`src/rtl/ctrl_pkg.sv`:
```
// Shared types and encodings for the multi-cycle RV32 control FSM:
// state encodings, opcode constants and datapath select codes.
package ctrl_pkg;

  typedef enum logic [3:0] {
    S_IDLE     = 4'd0,
    S_FETCH    = 4'd1,
    S_DECODE   = 4'd2,
    S_MEM_ADDR = 4'd3,
    S_MEM_RD   = 4'd4,
    S_MEM_WB   = 4'd5,
    S_MEM_WR   = 4'd6,
    S_R_EXEC   = 4'd7,
    S_R_WB     = 4'd8,
    S_BRANCH   = 4'd9,
    S_HALT     = 4'd10
  } state_t;

  localparam logic [6:0] OP_LW  = 7'd3;
  localparam logic [6:0] OP_SW  = 7'd35;
  localparam logic [6:0] OP_R   = 7'd51;
  localparam logic [6:0] OP_BEQ = 7'd99;

  localparam logic [1:0] ALU_ADD   = 2'b00;
  localparam logic [1:0] ALU_SUB   = 2'b01;
  localparam logic [1:0] ALU_FUNCT = 2'b10;

  localparam logic [1:0] SRCA_PC    = 2'b00;
  localparam logic [1:0] SRCA_REG   = 2'b01;
  localparam logic [1:0] SRCA_OLDPC = 2'b10;

  localparam logic [1:0] SRCB_REG  = 2'b00;
  localparam logic [1:0] SRCB_FOUR = 2'b01;
  localparam logic [1:0] SRCB_IMM  = 2'b10;

  localparam logic [1:0] PCSRC_ALU    = 2'b00;
  localparam logic [1:0] PCSRC_ALUOUT = 2'b01;

  typedef struct packed {
    logic       pc_en;
    logic       ir_write;
    logic       iord;
    logic       mem_read;
    logic       mem_write;
    logic       reg_write;
    logic       mem_to_reg;
    logic [1:0] alu_src_a;
    logic [1:0] alu_src_b;
    logic [1:0] alu_op;
    logic [1:0] pc_source;
    logic       illegal;
  } ctrl_out_t;

endpackage

```
`src/rtl/ctrl_out_dec.sv`:
```
// Moore state-to-control decoder; only FETCH and BRANCH look at a live input
// (mem_ready and zero respectively) to qualify their write enables.
module ctrl_out_dec
  import ctrl_pkg::*;
(
  input  state_t    state,
  input  logic      zero,
  input  logic      mem_ready,
  output ctrl_out_t ctrl
);

  // Decode control strobes and selects from the current state
  always_comb begin
    ctrl = '0;
    case (state)
      S_FETCH: begin
        ctrl.mem_read  = 1'b1;
        ctrl.alu_src_a = SRCA_PC;
        ctrl.alu_src_b = SRCB_FOUR;
        ctrl.alu_op    = ALU_ADD;
        ctrl.pc_source = PCSRC_ALU;
        // PC and IR only move on the cycle the fetch completes
        ctrl.ir_write  = mem_ready;
        ctrl.pc_en     = mem_ready;
      end
      S_DECODE: begin
        ctrl.alu_src_a = SRCA_OLDPC;
        ctrl.alu_src_b = SRCB_IMM;
        ctrl.alu_op    = ALU_ADD;
      end
      S_MEM_ADDR: begin
        ctrl.alu_src_a = SRCA_REG;
        ctrl.alu_src_b = SRCB_IMM;
        ctrl.alu_op    = ALU_ADD;
      end
      S_MEM_RD: begin
        ctrl.iord     = 1'b1;
        ctrl.mem_read = 1'b1;
      end
      S_MEM_WB: begin
        ctrl.reg_write  = 1'b1;
        ctrl.mem_to_reg = 1'b1;
      end
      S_MEM_WR: begin
        ctrl.iord      = 1'b1;
        ctrl.mem_write = 1'b1;
      end
      S_R_EXEC: begin
        ctrl.alu_src_a = SRCA_REG;
        ctrl.alu_src_b = SRCB_REG;
        ctrl.alu_op    = ALU_FUNCT;
      end
      S_R_WB: begin
        ctrl.reg_write = 1'b1;
      end
      S_BRANCH: begin
        ctrl.alu_src_a = SRCA_REG;
        ctrl.alu_src_b = SRCB_REG;
        ctrl.alu_op    = ALU_SUB;
        ctrl.pc_source = PCSRC_ALUOUT;
        ctrl.pc_en     = zero;
      end
      S_HALT: begin
        ctrl.illegal = 1'b1;
      end
      default: begin
        ctrl = '0;
      end
    endcase
  end

endmodule

```
`src/rtl/multi_cycle_ctrl.sv`:
```
// Main control FSM of the multi-cycle RV32 datapath (lw, sw, beq, R-type),
// with a retired-instruction counter and a sticky halt on unsupported opcodes.
module multi_cycle_ctrl
  import ctrl_pkg::*;
#(
  parameter int CNT_W = 32
) (
  input  logic             clk,
  input  logic             reset,
  input  logic [6:0]       opcode,
  input  logic             zero,
  input  logic             mem_ready,
  output logic             pc_en,
  output logic             ir_write,
  output logic             iord,
  output logic             mem_read,
  output logic             mem_write,
  output logic             reg_write,
  output logic             mem_to_reg,
  output logic [1:0]       alu_src_a,
  output logic [1:0]       alu_src_b,
  output logic [1:0]       alu_op,
  output logic [1:0]       pc_source,
  output logic             illegal,
  output logic [CNT_W-1:0] retired_cnt,
  output logic [3:0]       state_dbg
);

  state_t           state_r;
  state_t           state_nxt_s;
  logic             retire_s;
  logic [CNT_W-1:0] cnt_r;
  ctrl_out_t        ctrl_s;

  // State register
  always_ff @(posedge clk or posedge reset) begin
    if (reset) begin
      state_r <= S_IDLE;
    end else begin
      state_r <= state_nxt_s;
    end
  end

  // Next-state selection and retirement detection
  always_comb begin
    state_nxt_s = S_IDLE;
    retire_s    = 1'b0;
    case (state_r)
      S_IDLE:     state_nxt_s = S_FETCH;
      S_FETCH:    state_nxt_s = mem_ready ? S_DECODE : S_FETCH;
      S_DECODE: begin
        case (opcode)
          OP_LW, OP_SW: state_nxt_s = S_MEM_ADDR;
          OP_R:         state_nxt_s = S_R_EXEC;
          OP_BEQ:       state_nxt_s = S_BRANCH;
          default:      state_nxt_s = S_HALT;
        endcase
      end
      S_MEM_ADDR: state_nxt_s = (opcode == OP_LW) ? S_MEM_RD : S_MEM_WR;
      S_MEM_RD:   state_nxt_s = mem_ready ? S_MEM_WB : S_MEM_RD;
      S_MEM_WB: begin
        state_nxt_s = S_FETCH;
        retire_s    = 1'b1;
      end
      S_MEM_WR: begin
        if (mem_ready) begin
          state_nxt_s = S_FETCH;
          retire_s    = 1'b1;
        end else begin
          state_nxt_s = S_MEM_WR;
        end
      end
      S_R_EXEC:   state_nxt_s = S_R_WB;
      S_R_WB, S_BRANCH: begin
        state_nxt_s = S_FETCH;
        retire_s    = 1'b1;
      end
      S_HALT:     state_nxt_s = S_HALT;
      default:    state_nxt_s = S_IDLE;
    endcase
  end

  // Retired-instruction counter, wraps modulo 2^CNT_W
  always_ff @(posedge clk or posedge reset) begin
    if (reset) begin
      cnt_r <= '0;
    end else if (retire_s) begin
      cnt_r <= cnt_r + CNT_W'(1);
    end else begin
      cnt_r <= cnt_r;
    end
  end

  ctrl_out_dec u_dec (
    .state     (state_r),
    .zero      (zero),
    .mem_ready (mem_ready),
    .ctrl      (ctrl_s)
  );

  assign pc_en       = ctrl_s.pc_en;
  assign ir_write    = ctrl_s.ir_write;
  assign iord        = ctrl_s.iord;
  assign mem_read    = ctrl_s.mem_read;
  assign mem_write   = ctrl_s.mem_write;
  assign reg_write   = ctrl_s.reg_write;
  assign mem_to_reg  = ctrl_s.mem_to_reg;
  assign alu_src_a   = ctrl_s.alu_src_a;
  assign alu_src_b   = ctrl_s.alu_src_b;
  assign alu_op      = ctrl_s.alu_op;
  assign pc_source   = ctrl_s.pc_source;
  assign illegal     = ctrl_s.illegal;
  assign retired_cnt = cnt_r;
  assign state_dbg   = state_r;

endmodule

```
`config.mk`:
```
export PLATFORM = sky130hd
export DESIGN_NAME = multi_cycle_ctrl
export DESIGN_NICKNAME = d
export VERILOG_FILES = /design/src/rtl/ctrl_pkg.sv /design/src/rtl/ctrl_out_dec.sv /design/src/rtl/multi_cycle_ctrl.sv
export SDC_FILE = /design/constraint.sdc
export NUM_CORES = 1
export LEC_CHECK = 0
export BUFFER_PORTS_ARGS = -buffer_cell sky130_fd_sc_hd__buf_2
export CAP_MARGIN = 20
export CORE_MARGIN = 2
export CORE_UTILIZATION = 46
export CTS_BUF_LIST = sky130_fd_sc_hd__clkbuf_16
export CTS_CLUSTER_DIAMETER = 80
export DETAILED_ROUTE_END_ITERATION = 8
export HOLD_SLACK_MARGIN = 0.03
export PLACE_DENSITY = 0.79
export SYNTH_ARGS = -nofsm -noshare
export SYNTH_HDL_FRONTEND = slang
export SYNTH_SLANG_ARGS = --single-unit
```
`constraint.sdc`:
```
create_clock -name clk -period 1.8 [get_ports clk]
set_clock_uncertainty 0.1 [all_clocks]
set_input_delay 0.36 -clock clk [delete_from_list [all_inputs] [get_ports clk]]
set_output_delay 0.36 -clock clk [all_outputs]
set_load 0.05 [all_outputs]
```
* Yosys cells after proc, flatten, opt, wreduce, memory -nomap -nowiden
Index checks and enable logic that the tools add are counted.
** Storage, ports and cells
- Output and inout bits :: 52
- Bits of input ports :: 11
- Word-level logic and storage cells :: 42
- Register bits :: 36
** Operators by class
- Multiplexer cells :: 18
- Equal/unequal tests :: 14
- Add/sub/neg operators :: 1
- Reductions and logical operators :: 7
** Operators by type and width (number)
- adder 32 x 1 -> 32 bit (second input constant) :: 1
- case mux 4 bit (8 select lines) :: 1
- case mux 6 bit (5 select lines) :: 1
- equality test 4 x 3 -> 1 bit (second input constant) :: 4
- equality test 7 x 6 -> 1 bit (second input constant) :: 2
- equality test 4 bit (second input constant) :: 3
- case mux 4 bit (3 select lines) :: 1
- two-way mux 1 bit :: 10
- equality test 4 x 2 -> 1 bit (second input constant) :: 2
- OR reduction 2 bit :: 4
- equality test 7 x 2 -> 1 bit (second input constant) :: 1
- equality test 7 bit (second input constant) :: 1
- equality test 4 x 1 -> 1 bit (second input constant) :: 1
- zero test 4 bit :: 1
- two-way mux 2 bit :: 2
- case mux 1 bit (2 select lines) :: 2
- OR reduction 4 bit :: 1
- two-way mux 3 bit :: 1
- OR reduction 3 bit :: 1

* Logic depth before layout (Yosys ltp)
- Depth in word-level cells :: 4
- Mapped depth :: 6
- Depth with buffers taken out :: 5

* Cells and area by module
Synthesis repeated with hierarchy kept, for this count alone.
** Second synthesis, totals
- Cell total of the unflattened synthesis :: 195
- Area total of the unflattened synthesis :: 2028.2 µm²
** Modules (own cells, without submodules)
- multi_cycle_ctrl :: sequential area each 900.9 µm², cells each 167, area an instance 1830.5 µm², times used 1
- ctrl_out_dec :: sequential area each 0.0 µm², cells each 28, area an instance 197.7 µm², times used 1

* Worst setup path before layout
Ideal clock, no wire load.
- Path kind :: flip-flop to output port
- Start :: register state_r[3], in the netlist state_dbg[3]
- End :: output port pc_en
- Arrival time :: 2.972 ns
- Slack :: -1.632 ns
- Data required time :: 1.340 ns
- Buffers on the path :: 1
- Cell stages (with the launch flop) :: 5
- Cells stage by stage :: dfrtp_1 -> clkbuf_1 -> nor3_1 -> and2_1 -> a21o_1
** On the way
- Cells in the longest elaborated chain, start to end :: 2
- Elaborated cells on any way between the ends :: 3
- Those cells by class :: eq/ne (2); mux (1)
** RTL lines
- start, declared :: line multi_cycle_ctrl.sv:29 : state_t state_r;
- start signal, assigned :: line multi_cycle_ctrl.sv:40 : state_r <= state_nxt_s;
- equality test 4 bit or equality test 4 x 1 -> 1 bit (tied branches) :: line ctrl_out_dec.sv:15 : case (state)
- case mux 1 bit (2 select lines) * :: line ctrl_out_dec.sv:15
- end, declared :: line multi_cycle_ctrl.sv:13 : output logic pc_en,
Mark *: on every way between the ends. The rest lies on a longest branch, timed or not.

* Worst setup path in the final report
- Start :: register state_r[0], in the netlist state_dbg[0]
- End :: output port pc_en
The elaborated chain is that of the path after synthesis.

==> summary.txt <==
Synth
  – Sequential share of the synthesized area: 0.4595
  – Async set-reset flop share out of synthesis: 1.000
  – Top cells by area, synth: dfrtp_1 46%, xnor2_1 8.5%, xor2_1 5.8%, nor2_1 3.8%, nand3_1 3.3%
  – Syn nets: approximately 210
  – Most common cell in the netlist: dfrtp_1
  – #FFs+latches synth: 36
  – Netlist cell types: 46
  – Mean Syn Cell Area: 9.803 µm²
  – Syn. warnings: 0
  – EDFF count, synth: 0
  – Synth top area share: 0.4595
  – Cells after Synth: 200
  – Commonest register cell after synthesis: dfrtp_1
  – Commonest cells in the netlist: 36 x dfrtp_1, 20 x nor2_1, 19 x xnor2_1
  – Synth area leader: dfrtp_1
  – Syn Std Cell Area: 0.001961 mm²

Global routing
  – Largest net degree at the start of global routing: 37
  – Global-route wire length before repair: approximately 8400 µm
  – Vias in the first global route: 1816
  – Initial antenna violation count: 0
  – Total GRT Usage: 0.2193
  – Total gr overflow: 0

Detailed routing
  – Vias after detailed routing: between 1500 and 2000
  – DRT Wirelength: roughly 5600 µm
  – DR iter-0 viols: ~130
  – Routed via count divided by cell count: 5.408
  – Post-DRT Antenna Nets: 0
  – 1st-pass router iterations: 4
  – Wire per inst: around 16 µm
  – DRC: 0

CTS
  – Max clock buf depth: 2
  – Clk sink count: 36
  – H-tree depth: 2
  – CTS tree: done
  – Worst skew pair latency: 0.28 ns
  – Reg clk slew, reported paths: 0.05 ns
  – Hold Buf Count CTS: 0
  – Root Buffer: clkbuf_16
  – Inserted Clock Buffers: 5

Floorplanning
  – Die area: a little under 0.005 mm²
  – CORE AREA: 0.004058 mm²
  – # IOs: 63
  – Starting density of the core: 0.4832
  – Rows: 23
  – Die Span X: 69.29 µm
  – Die span in y: 69.29 µm

Placed design
  – PortBufs: 61
  – Post-DP HPWL: 3559 µm
  – GP Congestion: just under 0.8
  – Dpl cell area: 0.002628 mm²

Timing
  – Crit share post-route: 1.070
  – Total negative slack: -0.6401 ns
  – Max Slew Vio Count: 0
  – Final Hold Viols: 0
  – Setup-failing EPs final: 13
  – Setup slack after layout: -0.1256 ns
  – Unrepaired setup endpoints after global routing: yes
  – Fmax: 519.3 MHz
  – Fin crit period: 1.926 ns

Setup path
  – Crit Path Max Fanout: 5
  – Crit Path Class: flip-flop to output port
  – Startpoint types: flip-flop
  – CP Capture Type: output port
  – CP required: around 1.3 ns
  – WP data arrival: 1.47 ns

Pwr
  – Max VDD drop: 0.8082 mV
  – Leak: around 1.6 nW
  – Pwr Density: 1459 mW/mm²
  – Design Power: ~4.7 mW

Min path
  – Hold Path Class: primary input to async pin

Layout
  – # diodes: 0
  – Final core occ: 0.7940
  – Final instance area: around 0.0032 mm²
  – Area growth syn-to-layout: 64.33%
  – Nets: between 300 and 400
  – Fraction of layout cells with a size suffix above 1: 0.5607

Status
  – Run status: finished with violations
  – Failing checks: setup timing

Run
  – Maxcap violations: 0
[routing by layer]
layer  vias up  part of all wire  global-route usage  routed length, µm
li1        915                 -                   -                  -
met1       908              0.42              0.2657               2352
met2        82              0.51              0.3611               2858
met3        15             0.054             0.06541                306
met4         0             0.020             0.09586                110
met5         -                 0                   0                  0
[critical path, cell delays in order, from the launching register on]
cell and delay, ns:
dfrtp_2 0.45, buf_6 0.14, nand2b_4 0.09, nor3_4 0.04, and2_4 0.14, a21o_4 0.18, buf_8 0.14
[registers in the layout, summed over array words and instances, names as in the netlist]
name,flops
retired_cnt,32
state_dbg,4
[power breakdown]
part / switching [mW] / internal, mW
clock network: 0.302 / 0.499
registers: 0.148 / 0.922
logic: 1.66 / 1.17
total: 2.10 / 2.59
[final timing paths]
path | start | end | slack (ns) | depth (start not counted)
max reg2reg | state_dbg[2] | retired_cnt[18] | -0.01 | 6
min | reset | retired_cnt[31] | 0.07 | 3
max | state_dbg[0] | pc_en | -0.13 | 6
max in group asynchronous | reset | retired_cnt[7] | 1.20 | 3
min reg2reg | retired_cnt[31] | retired_cnt[31] | 0.37 | 1
min in group clk | retired_cnt[31] | retired_cnt[31] | 0.37 | 1
[logic make-up (layout without fill, tap and decap cells)]
logic type | Yosys count | in the layout | synth area share
xor+xnor | 32 | 32 | 0.1429
buf+inv | 14 | 119 | 0.03127
compound gates | 16 | 16 | 0.06702
fa+ha+maj | 2 | 2 | 0.01149
simple gates | 99 | 99 | 0.2859
flops | 36 | 36 | 0.4595
other cells | 1 | 1 | 0.001913
[cells in the final DEF (no fill, tap or decap), types with 2 or more instances in the layout]
cell / n
nand3_2: 3
xnor2_1: 18
dfrtp_2: 13
dfrtp_1: 23
nor3b_1: 2
nor2_1: 12
nor3_2: 4
nand3_1: 10
nor3_4: 4
nor3_1: 2
nand4_1: 10
buf_2: 49
buf_6: 16
buf_12: 2
buf_8: 5
clkbuf_16: 6
nand2_1: 17
inv_1: 6
nor4_4: 2
and2_4: 2
nor2_4: 7
xor2_1: 13
nor3b_4: 2
and3_1: 2
nand2b_4: 3
and3_4: 2
o21ai_0: 2
buf_4: 32
[per-stage QoR]
stage,setup slack [ns],hold slack [ns],instances
after floorplan,-0.4551,0.4261,200
after global placement,-0.02261,0.3603,331
after detailed placement,-0.03888,0.3651,331
after CTS,-0.09210,0.08402,344
after global routing,-0.1858,0.1370,355
final,-0.1256,0.07081,355
[layout make-up]
cell class	count	area, µm²
fillers	252	835.8
repair buffers	105	805.8
well taps	50	62.56
multi-input cells	150	1274
clock inverters	3	12.51
clock buffers	5	125.1
flip-flops and latches	36	917.1
inverters	6	25.02
[repair_timing]
item                       in CTS  in global routing
buffers inserted                5                 10
gates resized for setup        47                 31
pin swaps                       9                 23
gates cloned                    0                  1
setup endpoints to repair      22                 35
Note: power is estimated with default switching activity, not from simulation.
